**src/rtl/dmem_arbiter_if.sv**
```systemverilog
// Bus bundle between the two data-memory requesters, the arbiter and the RAM.
// The slave modport is the arbiter's view. The master modport is the view of
// everything around it: the core, the aux master and the RAM.
interface dmem_arbiter_if #(
  parameter int unsigned ADDR_W = 32,
  parameter int unsigned DATA_W = 32
) ();

  localparam int unsigned BE_W = DATA_W / 8;

  // Core load/store unit
  logic              c_req;
  logic              c_we;
  logic [ADDR_W-1:0] c_addr;
  logic [DATA_W-1:0] c_wdata;
  logic [BE_W-1:0]   c_be;
  logic              c_gnt;
  logic              c_rvalid;
  logic [DATA_W-1:0] c_rdata;

  // Auxiliary master (debug loader / DMA)
  logic              a_req;
  logic              a_we;
  logic [ADDR_W-1:0] a_addr;
  logic [DATA_W-1:0] a_wdata;
  logic [BE_W-1:0]   a_be;
  logic              a_gnt;
  logic              a_rvalid;
  logic [DATA_W-1:0] a_rdata;

  // Single-port synchronous RAM
  logic              m_en;
  logic              m_we;
  logic [ADDR_W-1:0] m_addr;
  logic [DATA_W-1:0] m_wdata;
  logic [BE_W-1:0]   m_be;
  logic [DATA_W-1:0] m_rdata;

  modport slave (
    input  c_req, c_we, c_addr, c_wdata, c_be,
    output c_gnt, c_rvalid, c_rdata,
    input  a_req, a_we, a_addr, a_wdata, a_be,
    output a_gnt, a_rvalid, a_rdata,
    output m_en, m_we, m_addr, m_wdata, m_be,
    input  m_rdata
  );

  modport master (
    output c_req, c_we, c_addr, c_wdata, c_be,
    input  c_gnt, c_rvalid, c_rdata,
    output a_req, a_we, a_addr, a_wdata, a_be,
    input  a_gnt, a_rvalid, a_rdata,
    input  m_en, m_we, m_addr, m_wdata, m_be,
    output m_rdata
  );

endinterface

```
**src/rtl/dmem_arbiter.sv**
```systemverilog
// Data-memory arbiter: shares one single-port synchronous RAM between the core
// (fixed priority) and an auxiliary master. A starvation counter forces an aux
// grant after STARVE_MAX consecutive denied aux cycles. Read data is steered
// back to the master that issued the read one cycle after its grant, and core
// stall cycles are counted with saturation for performance measurement.
module dmem_arbiter #(
  parameter int unsigned ADDR_W     = 32,
  parameter int unsigned DATA_W     = 32,
  parameter int unsigned STARVE_MAX = 4,
  parameter int unsigned CNT_W      = 16
) (
  input  logic              clk,
  input  logic              Rstn,
  dmem_arbiter_if.slave     bus,
  output logic [CNT_W-1:0]  stall_cnt
);

  localparam int unsigned BE_W     = DATA_W / 8;
  localparam int unsigned STARVE_W = 4;
  localparam logic [STARVE_W-1:0] StarveMax = STARVE_W'(STARVE_MAX);

  // Registered state
  logic [STARVE_W-1:0] starve_q, starve_d;
  logic                rd_pend_q, rd_pend_d;
  logic                rd_owner_q, rd_owner_d; // 0 = core, 1 = aux
  logic [CNT_W-1:0]    stall_q, stall_d;

  // Combinational grant decision
  logic force_aux;
  logic c_gnt;
  logic a_gnt;
  logic rd_granted;

  // Grant: core has priority unless aux has waited STARVE_MAX cycles.
  // Both grants are held low while reset is asserted.
  always_comb begin
    force_aux = (starve_q == StarveMax);
    a_gnt     = Rstn & bus.a_req & (force_aux | ~bus.c_req);
    c_gnt     = Rstn & bus.c_req & ~a_gnt;
  end

  assign bus.c_gnt = c_gnt;
  assign bus.a_gnt = a_gnt;

  // RAM request mux: drive the granted master's fields, all zero when idle.
  always_comb begin
    bus.m_en    = 1'b0;
    bus.m_we    = 1'b0;
    bus.m_addr  = '0;
    bus.m_wdata = '0;
    bus.m_be    = '0;
    if (c_gnt) begin
      bus.m_en    = 1'b1;
      bus.m_we    = bus.c_we;
      bus.m_addr  = bus.c_addr;
      bus.m_wdata = bus.c_wdata;
      bus.m_be    = bus.c_be;
    end else if (a_gnt) begin
      bus.m_en    = 1'b1;
      bus.m_we    = bus.a_we;
      bus.m_addr  = bus.a_addr;
      bus.m_wdata = bus.a_wdata;
      bus.m_be    = bus.a_be;
    end
  end

  // Next state for starvation, read tracking and stall counting.
  always_comb begin
    starve_d   = starve_q;
    rd_pend_d  = 1'b0;
    rd_owner_d = rd_owner_q;
    stall_d    = stall_q;

    // Count consecutive denied aux cycles; any aux grant or an aux request
    // that drops away restarts the wait.
    if (bus.a_req && !a_gnt) begin
      if (starve_q < StarveMax) begin
        starve_d = starve_q + STARVE_W'(1);
      end
    end else begin
      starve_d = '0;
    end

    // Remember who owns the RAM read data that appears next cycle.
    rd_granted = (c_gnt & ~bus.c_we) | (a_gnt & ~bus.a_we);
    if (rd_granted) begin
      rd_pend_d  = 1'b1;
      rd_owner_d = a_gnt;
    end

    if (bus.c_req && !c_gnt && !(&stall_q)) begin
      stall_d = stall_q + CNT_W'(1);
    end
  end

  // State registers with synchronous active-low reset.
  always_ff @(posedge clk) begin
    if (!Rstn) begin
      starve_q   <= '0;
      rd_pend_q  <= 1'b0;
      rd_owner_q <= 1'b0;
      stall_q    <= '0;
    end else begin
      starve_q   <= starve_d;
      rd_pend_q  <= rd_pend_d;
      rd_owner_q <= rd_owner_d;
      stall_q    <= stall_d;
    end
  end

  // Read return: only the owner of the pending read sees valid data.
  always_comb begin
    bus.c_rvalid = rd_pend_q & ~rd_owner_q;
    bus.a_rvalid = rd_pend_q & rd_owner_q;
    bus.c_rdata  = bus.c_rvalid ? bus.m_rdata : '0;
    bus.a_rdata  = bus.a_rvalid ? bus.m_rdata : '0;
  end

  assign stall_cnt = stall_q;

  // Sanity properties on the arbitration outcome.
  a_one_grant: assert property (@(posedge clk) !(c_gnt && a_gnt));
  a_one_rvalid: assert property (@(posedge clk) !(bus.c_rvalid && bus.a_rvalid));
  a_starve_bound: assert property (@(posedge clk) starve_q <= StarveMax);

  logic unused_be;
  assign unused_be = ^{BE_W'(0)};

endmodule

```
**src/flat_wrapper.sv**
```systemverilog
// flat-port wrapper written by rule: the top's interface ports become plain ports
module dmem_arbiter_flat 
#(
  parameter int unsigned ADDR_W     = 32,
  parameter int unsigned DATA_W     = 32,
  parameter int unsigned STARVE_MAX = 4,
  parameter int unsigned CNT_W      = 16
)
  (clk, Rstn, stall_cnt, bus_c_req, bus_c_we, bus_c_addr, bus_c_wdata, bus_c_be, bus_c_gnt, bus_c_rvalid, bus_c_rdata, bus_a_req, bus_a_we, bus_a_addr, bus_a_wdata, bus_a_be, bus_a_gnt, bus_a_rvalid, bus_a_rdata, bus_m_en, bus_m_we, bus_m_addr, bus_m_wdata, bus_m_be, bus_m_rdata);
  dmem_arbiter_if #(.ADDR_W(ADDR_W), .DATA_W(DATA_W)) bus_i ();
  input  logic clk;
  input  logic Rstn;
  output logic [CNT_W-1:0] stall_cnt;
  input wire logic [$bits(bus_i.c_req)-1:0] bus_c_req;
  input wire logic [$bits(bus_i.c_we)-1:0] bus_c_we;
  input wire logic [$bits(bus_i.c_addr)-1:0] bus_c_addr;
  input wire logic [$bits(bus_i.c_wdata)-1:0] bus_c_wdata;
  input wire logic [$bits(bus_i.c_be)-1:0] bus_c_be;
  output wire logic [$bits(bus_i.c_gnt)-1:0] bus_c_gnt;
  output wire logic [$bits(bus_i.c_rvalid)-1:0] bus_c_rvalid;
  output wire logic [$bits(bus_i.c_rdata)-1:0] bus_c_rdata;
  input wire logic [$bits(bus_i.a_req)-1:0] bus_a_req;
  input wire logic [$bits(bus_i.a_we)-1:0] bus_a_we;
  input wire logic [$bits(bus_i.a_addr)-1:0] bus_a_addr;
  input wire logic [$bits(bus_i.a_wdata)-1:0] bus_a_wdata;
  input wire logic [$bits(bus_i.a_be)-1:0] bus_a_be;
  output wire logic [$bits(bus_i.a_gnt)-1:0] bus_a_gnt;
  output wire logic [$bits(bus_i.a_rvalid)-1:0] bus_a_rvalid;
  output wire logic [$bits(bus_i.a_rdata)-1:0] bus_a_rdata;
  output wire logic [$bits(bus_i.m_en)-1:0] bus_m_en;
  output wire logic [$bits(bus_i.m_we)-1:0] bus_m_we;
  output wire logic [$bits(bus_i.m_addr)-1:0] bus_m_addr;
  output wire logic [$bits(bus_i.m_wdata)-1:0] bus_m_wdata;
  output wire logic [$bits(bus_i.m_be)-1:0] bus_m_be;
  input wire logic [$bits(bus_i.m_rdata)-1:0] bus_m_rdata;
  assign bus_i.c_req = bus_c_req;
  assign bus_i.c_we = bus_c_we;
  assign bus_i.c_addr = bus_c_addr;
  assign bus_i.c_wdata = bus_c_wdata;
  assign bus_i.c_be = bus_c_be;
  assign bus_c_gnt = bus_i.c_gnt;
  assign bus_c_rvalid = bus_i.c_rvalid;
  assign bus_c_rdata = bus_i.c_rdata;
  assign bus_i.a_req = bus_a_req;
  assign bus_i.a_we = bus_a_we;
  assign bus_i.a_addr = bus_a_addr;
  assign bus_i.a_wdata = bus_a_wdata;
  assign bus_i.a_be = bus_a_be;
  assign bus_a_gnt = bus_i.a_gnt;
  assign bus_a_rvalid = bus_i.a_rvalid;
  assign bus_a_rdata = bus_i.a_rdata;
  assign bus_m_en = bus_i.m_en;
  assign bus_m_we = bus_i.m_we;
  assign bus_m_addr = bus_i.m_addr;
  assign bus_m_wdata = bus_i.m_wdata;
  assign bus_m_be = bus_i.m_be;
  assign bus_i.m_rdata = bus_m_rdata;
  dmem_arbiter #(.ADDR_W(ADDR_W), .DATA_W(DATA_W), .STARVE_MAX(STARVE_MAX), .CNT_W(CNT_W)) u_core (.clk(clk), .Rstn(Rstn), .bus(bus_i), .stall_cnt(stall_cnt));
endmodule
```
**config.mk**
```make
export PLATFORM = sky130hd
export DESIGN_NAME = dmem_arbiter_flat
export DESIGN_NICKNAME = d
export VERILOG_FILES = /design/src/rtl/dmem_arbiter_if.sv /design/src/rtl/dmem_arbiter.sv /design/src/flat_wrapper.sv
export SDC_FILE = /design/constraint.sdc
export NUM_CORES = 1
export LEC_CHECK = 0
export BUFFER_PORTS_ARGS = -buffer_cell sky130_fd_sc_hd__buf_2
export CAP_MARGIN = 15
export CORE_AREA = 5 5 125 127
export DETAILED_ROUTE_END_ITERATION = 8
export DIE_AREA = 0 0 130 132
export PLACE_DENSITY = 0.54
export SKIP_CTS_REPAIR_TIMING = 1
export SYNTH_ARGS = -nofsm -noshare
export SYNTH_HDL_FRONTEND = slang
export SYNTH_SLANG_ARGS = --single-unit
```
**constraint.sdc**
```tcl
create_clock -name clk -period 4.9 [get_ports clk]
set_clock_uncertainty 0.15 [all_clocks]
set_input_delay 0.735 -clock clk [delete_from_list [all_inputs] [get_ports clk]]
set_output_delay 0.735 -clock clk [all_outputs]
set_load 0.03 [all_outputs]
```
Yosys cells after proc, flatten, opt, wreduce, memory -nomap -nowiden
Cells that the tools add are included.

Add/subtract/negate cells: 2. Bitwise operators: 15. Multipliers: 0. Eq/ne operators: 1. Shift operators: 0. Reductions and logical operators: 8. Div/mod/pow operators: 0. Multiplexer cells: 13. Magnitude comparators: 1.

Operators with widths (count): 32-bit 2-to-1 mux (6); 16-bit by 1-bit adder with 16-bit output (second input constant) (1); 16-bit AND reduction (1); 1-bit bitwise AND (8); 4-bit 2-to-1 mux (2); 1-bit 2-to-1 mux (5); 1-bit inverter (5); 4-bit by 1-bit adder with 4-bit output (second input constant) (1); 4-bit by 3-bit equality test with 1-bit output (second input constant) (1); 4-bit by 3-bit less-than comparator with 1-bit output (second input constant) (1); 1-bit logical AND (3); 1-bit logical NOT (3); 1-bit OR (2); 2-bit AND reduction (1).

Output and inout port bits: 154. Bits in registers: 22. Memories: 0. Memory bits (writable): 0. Bits in latches: 0. Logic and storage cells: 44. Memory bits (read-only): 0.

Logic depth before layout (Yosys ltp)
Gate-level depths: netlist of the first run.

Word-level depth: 8. Gate-level depth with buffers: 8.

Worst setup path before layout of the first run
No wires, ideal clock.

Kind: input -> output. Start: input port Rstn. End: output port bus_m_we. Data required time: 4.015 ns. Setup slack: 1.970 ns. Arrival time: 2.045 ns. Stages: 6. Cells stage by stage: clkbuf_2 nand2_1 a21oi_1 buf_2 nand2_1 o21ai_0.

Word-level cells in the longest chain between the ends: 5. Elaborated cells on any way between the ends: 7.

RTL lines: start: declaration (RTL line flat_wrapper.sv:12) `input logic Rstn;`; 1-bit bitwise AND * (2 in a row) (RTL line dmem_arbiter.sv:38) `a_gnt = Rstn & bus.a_req & (force_aux | ~bus.c_req);`; via bus_a_gnt (RTL line flat_wrapper.sv:27) `output wire logic [$bits(bus_i.a_gnt)-1:0] bus_a_gnt;`; 1-bit inverter (RTL line dmem_arbiter.sv:39) `c_gnt = Rstn & bus.c_req & ~a_gnt;`; 1-bit bitwise AND (RTL line dmem_arbiter.sv:39); 1-bit 2-to-1 mux * (RTL line dmem_arbiter.sv:52) `if (c_gnt) begin`; end: declaration (RTL line flat_wrapper.sv:31) `output wire logic [$bits(bus_i.m_we)-1:0] bus_m_we;`.

The timed path passes the listed nets; every way through them passes the cells marked *.

Worst setup path after layout of the first run
Start: register u_core.starve_q[0]. End: output port bus_m_addr[2].

Word-level cells in the longest chain between the ends: 6. Elaborated cells on any way between the ends: 7.

RTL lines: start: declaration (RTL line dmem_arbiter.sv:23) `logic [STARVE_W-1:0] starve_q, starve_d;`; start signal: assignment (RTL line dmem_arbiter.sv:104) `starve_q <= starve_d;`; 4-bit by 3-bit equality test with 1-bit output * (RTL line dmem_arbiter.sv:37) `force_aux = (starve_q == StarveMax);`; 1-bit OR * (RTL line dmem_arbiter.sv:38); 1-bit bitwise AND * (RTL line dmem_arbiter.sv:38); 1-bit inverter (RTL line dmem_arbiter.sv:39); 1-bit bitwise AND (RTL line dmem_arbiter.sv:39); 32-bit 2-to-1 mux * (RTL line dmem_arbiter.sv:52); end: declaration (RTL line flat_wrapper.sv:32) `output wire logic [$bits(bus_i.m_addr)-1:0] bus_m_addr;`.

Every way passes the cells marked *; elsewhere a longest branch is shown, timed or not.

==> results of run 1 <==
[worst reg2reg max path: cells and delay by family, from the launching register on]
family	cells	cell delay, ns
flops	1	0.43
simple gates	2	0.66
fa+ha+maj	1	0.27
compound gates	2	0.45
[area by class of cell]
type	count	area [um^2]	area share, %
tap	184	230	5.52
timing repair buffer	334	1700	40.8
sequential	22	440	10.6
clock buffer	4	88.8	2.13
multi-input combinational	234	1680	40.3
inverter	7	26.3	0.630
[where the power goes]
part / internal [mW] / switching [mW] / leakage (nW)
clock: 0.125 / 0.0677 / 0.0442
combinational: 0.119 / 0.214 / 2.27
sequential: 0.181 / 0.00257 / 0.178
total: 0.425 / 0.284 / 2.49
[registers in the layout (all words and copies together) (netlist names)]
register           cells
u_core.rd_owner_q      1
u_core.rd_pend_q       1
u_core.stall_cnt      16
u_core.starve_q        4
[stage by stage]
stage	util [%]	cell area, um^2
3_3_place_gp	28.5	4080
4_1_cts	29.1	4170
3_5_place_dp	28.5	4080
5_1_grt	29.1	4170
2_1_floorplan	-	2290
6_report	29.1	4170
[kinds of logic after synthesis]
logic type,synth area share (%)
AOI/OAI and AO/OA,36.1
xor gates and xnor gates,0.383
adders and majority gates,1.64
buffers and inverters,7.82
DFF,19.2
muxes,1.75
and+or+nand+nor,33.1
[final timing paths]
path	endpoint	cells after the start	slack, ns	from
worst min-delay path	u_core.stall_cnt[14]	2	0.36	u_core.stall_cnt[14]
worst max register to register	u_core.stall_cnt[14]	5	2.90	u_core.stall_cnt[0]
worst max-delay path	bus_m_addr[2]	8	1.44	u_core.starve_q[0]
worst min register to register	u_core.stall_cnt[14]	2	0.36	u_core.stall_cnt[14]
[placed cells by master, fill, tap and decap left out, types with 2 or more instances in the layout]
cell type    n
a21oi_1     13
a22o_1      68
and2_1      33
and3_1      33
and4_1       2
buf_2      327
buf_4        6
clkbuf_16    3
dfxtp_1     22
ha_1         3
inv_1        5
inv_2        2
mux2i_1      4
nand2_1      9
nand2b_1     5
nand3_1      9
nand4_1      4
nor2_1       6
nor4b_1      2
o21ai_0      8
o21ai_1      2
o31ai_1      6
or3_1        2
or4_1        7
[metal layers]
layer / share of wire, % / wire [um]
met3: 18 / 3020
met5: 0.33 / 56
met2: 41 / 6990
met4: 0.50 / 85
met1: 41 / 7000
==> flow_metrics.env, run 1 <==
export IMPL_dp_hpwl_um=15000
export IMPL_synth_distinct_cells=43
export IMPL_start_util_pct=16.0
export IMPL_worst_setup_path_end_kind="output pin"
export IMPL_drc_errors=0
export IMPL_clkTransAtPathRegs_ns=0.06
export IMPL_slowest_delay_ns=0.55
export IMPL_worstPathCellList="inv_1, ha_1, nand4b_1, nand3_1, inv_2, buf_4, a22o_1, buf_2"
export IMPL_top_level_ports=328
export IMPL_max_slew_margin_rel_pct=52.4
export IMPL_wl_per_cell_um=21.8
export IMPL_syn_mean_instance_area_um2=7.81
export IMPL_track_usage_pct=18.2
export IMPL_hold_violations=0
export IMPL_syn_nets=470
export IMPL_final_setup_tns_ns=0
export IMPL_period_share_pct=70.5
export IMPL_max_vdd_ir_drop_mv=0.116
export IMPL_max_cap_violations=0
export IMPL_clock_sinks=22
export IMPL_grt_start_max_net_pins=70
export IMPL_routed_via_density=4.71
export IMPL_synth_ff_latch_count=22
export IMPL_final_nets=779
export IMPL_setup_viol=0
export IMPL_fmax_mhz=289
export IMPL_critPathMaxFanout=38
export IMPL_routed_wl_um=17100
export IMPL_clock_path_buffers=2
export IMPL_antenna_found_initial=6
export IMPL_hold_ws_ns=0.359
export IMPL_synthTopCellsByCount="a22o_1 (68), and2_1 (33), and3_1 (33)"
export IMPL_ant_nets=0
export IMPL_synth_async_reset_ratio_pct=0
export IMPL_worst_path_max_delay_cell="inv_2"
export IMPL_dp_slack_ns=1.49
export IMPL_hp_class="register to register"
export IMPL_cts_made_buffers=3
export IMPL_synth_most_common_cell="a22o_1"
export IMPL_grtUsageMet2_pct=26.3
export IMPL_clockRootBuffer="clkbuf_16"
export IMPL_vias=3701
export IMPL_use_met1_pct=24.4
export IMPL_fin_crit_ns=3.46
export IMPL_n_antenna_cell=0
export IMPL_cts_tree="built"
export IMPL_setup_ws_ns=1.44
export IMPL_worst_pin_slew_ns=0.714
export IMPL_ys_seq_area_share_pct=19.2
export IMPL_grt_pass1_vias=3290
export IMPL_die_h_um=132
export IMPL_gp_congestion=0.919
export IMPL_rsz0062_at_grt="no"
export IMPL_critical_path_arrival_ns=2.57
export IMPL_dieArea_mm2=0.0172
export IMPL_power_density_mw_per_mm2=170
export IMPL_dieWidth_um=130
export IMPL_rows=44
export IMPL_use_met3_pct=10.2
export IMPL_synth_area_mm2=0.00229
export IMPL_core_area_mm2=0.0143
export IMPL_htree_levels=1
export IMPL_cp_top_family="buffers and inverters"
export IMPL_drt_pass1_iter_count=6
export IMPL_busiest_layer="met2"
export IMPL_clk_latency_ns=0.26
export IMPL_outcome="finished clean"
export IMPL_dp_cells=781
export IMPL_drive_gt1_share_pct=57.7
export IMPL_drtIter0Drc=237
export IMPL_yosysWarnings=0
export IMPL_area_delta_synth_final_pct=82.1
export IMPL_port_buffers=327
export IMPL_yosys_area_top_type="a22o_1"
export IMPL_p_leak_nw=2.49
export IMPL_synth_enable_flop_cells=0
export IMPL_yosys_most_used_dff="dfxtp_1"
export IMPL_power_total_mw=0.709
export IMPL_crit_path_start_kind="register"
export IMPL_stdcell_count=785
export IMPL_grt_pass1_wl_um=22900
export IMPL_overflow=0
export IMPL_yosys_area_top_type_share_pct=26.0
export IMPL_critPathBufInv=4
export IMPL_nFillCells=1608
export IMPL_syn_inst=293
export IMPL_required_ns=4.01
export IMPL_criticalPathCategory="register to output pin"
export IMPL_synth_area_leaders="a22o_1 (26%), dfxtp_1 (19%), and2_1 (9.0%)"
export IMPL_slew_violations=0
No activity file was read; power rests on OpenSTA's default activity.
==> inputs of run 2 (changes only) <==
CORE_AREA = 5 5 124 126   (was 5 5 125 127)
DIE_AREA = 0 0 129 131   (was 0 0 130 132)
PLACE_DENSITY = 0.57   (was 0.54)
clock period = 3.1 ns   (was 4.9 ns; I/O delays follow)
==> run 2 against run 1 <==
  * Worst hold slack lost 0.012 ns
  * Combinational power grew 52%
  * Core utilization grew 0.37 points
  * Sequential share of layout area shrank 0.051 points
  * First-iteration DRC count shrank 20%
  * Worst setup slack lost 1.2 ns
  * Wire length shrank 19%
==> flow_metrics.env, run 2 (synthesized netlist as in run 1, its figures left out) <==
export IMPL_outcome="finished clean"
export IMPL_power_density_mw_per_mm2=262
export IMPL_fin_crit_ns=2.89
export IMPL_dieWidth_um=129
export IMPL_dp_slack_ns=0.528
export IMPL_final_nets=780
export IMPL_gp_congestion=0.800
export IMPL_max_slew_margin_rel_pct=58.0
export IMPL_final_area_mm2=0.00419
export IMPL_overflow=0
export IMPL_drtIter0Drc=189
export IMPL_htree_levels=1
export IMPL_p_leak_nw=2.50
export IMPL_hold_ws_ns=0.347
export IMPL_grt_pass1_wl_um=19000
export IMPL_cts_made_buffers=3
export IMPL_drt_pass1_iter_count=4
export IMPL_rows=44
export IMPL_routed_via_density=4.62
export IMPL_criticalPathCategory="register to output pin"
export IMPL_hold_violations=0
export IMPL_final_setup_tns_ns=0
export IMPL_critPathMaxFanout=17
export IMPL_crit_path_start_kind="register"
export IMPL_seq_area_um2=440
export IMPL_switching_share_pct=38.6
export IMPL_dp_cells=782
export IMPL_worst_pin_slew_ns=0.626
export IMPL_final_cell_mix="buf_2 (327), a22o_1 (68), and2_1 (33), and3_1 (33), dfxtp_1 (22)"
export IMPL_drc_errors=0
export IMPL_worst_setup_path_end_kind="output pin"
export IMPL_clock_path_buffers=2
export IMPL_p_clk_share_pct=27.5
export IMPL_max_vdd_ir_drop_mv=0.192
export IMPL_seqPwrFrac_pct=26.4
export IMPL_setup_ws_ns=0.214
export IMPL_required_ns=2.48
export IMPL_stdcell_count=786
export IMPL_die_h_um=131
export IMPL_drive_gt1_share_pct=57.8
export IMPL_start_util_pct=16.1
export IMPL_setup_viol=0
export IMPL_clock_sinks=22
export IMPL_ant_nets=0
export IMPL_period_share_pct=93.1
export IMPL_cts_tree="built"
export IMPL_grt_pass1_vias=3371
export IMPL_nFillCells=1553
export IMPL_vias=3633
export IMPL_post_route_util_pct=29.5
export IMPL_core_area_mm2=0.0142
export IMPL_port_buffers=327
export IMPL_slew_violations=0
export IMPL_clockRootBuffer="clkbuf_16"
export IMPL_dp_hpwl_um=11900
export IMPL_critical_path_arrival_ns=2.27
export IMPL_max_cap_violations=0
export IMPL_hp_class="register to register"
export IMPL_rsz0062_at_grt="no"
export IMPL_mostFrequentLayoutCell="buf_2"
export IMPL_power_frac_comb_pct=46.1
export IMPL_fmax_mhz=346
export IMPL_p_switching_mw=0.423
export IMPL_place_area_mm2=0.00410
export IMPL_wl_per_cell_um=17.6
export IMPL_area_delta_synth_final_pct=83.0
export IMPL_intPower_mw=0.673
export IMPL_clk_latency_ns=0.26
export IMPL_n_antenna_cell=0
export IMPL_antenna_found_initial=0
export IMPL_power_total_mw=1.10
export IMPL_track_usage_pct=14.2
export IMPL_grt_start_max_net_pins=73
export IMPL_clkTransAtPathRegs_ns=0.06
export IMPL_routed_wl_um=13800
export IMPL_multi_input_area_mm2=0.00168
export IMPL_dieArea_mm2=0.0169
export IMPL_largest_register_ffs=16
export IMPL_top_level_ports=328
==> run 2: worst max-delay path: stages (launching register included) <==
cell,delay [ns]
dfxtp_1,0.36
inv_1,0.05
ha_1,0.21
nand4b_1,0.18
nand3_1,0.16
inv_2,0.28
buf_4,0.27
a22o_1,0.24
buf_2,0.23
==> run 2: power groups by stage <==
stage / logic [mW] / clock network (mW) / registers [mW]
after floorplan: 0.277 / 0 / 0.298
final: 0.506 / 0.301 / 0.289
after CTS: 0.507 / 0.309 / 0.289
after global placement: 0.508 / 0 / 0.295
after global routing: 0.542 / 0.331 / 0.289
after detailed placement: 0.505 / 0 / 0.295
==> run 2: final timing paths <==
path                                            from                   end  slack (ns)  cells past startpoint
worst min-delay path            u_core.stall_cnt[14]  u_core.stall_cnt[14]        0.35                      2
worst max register to register   u_core.stall_cnt[1]   u_core.stall_cnt[6]        0.92                      6
worst min register to register  u_core.stall_cnt[14]  u_core.stall_cnt[14]        0.35                      2
worst max-delay path              u_core.starve_q[0]        bus_m_wdata[8]        0.21                      8
==> run 2: final cells by class <==
cell class	count	area share (%)
clock buffer	4	2.12
tap	184	5.50
multi-input combinational	234	40.1
timing repair buffer	335	41.1
inverter	7	0.627
sequential	22	10.5
==> run 2: routing by layer <==
metal	global-route usage [%]	share of wire [%]	vias up
met5	0	0	-
met4	1.73	0.57	0
met3	4.59	13	6
met2	22.9	47	240
met1	19.0	40	1637
li1	-	-	1750
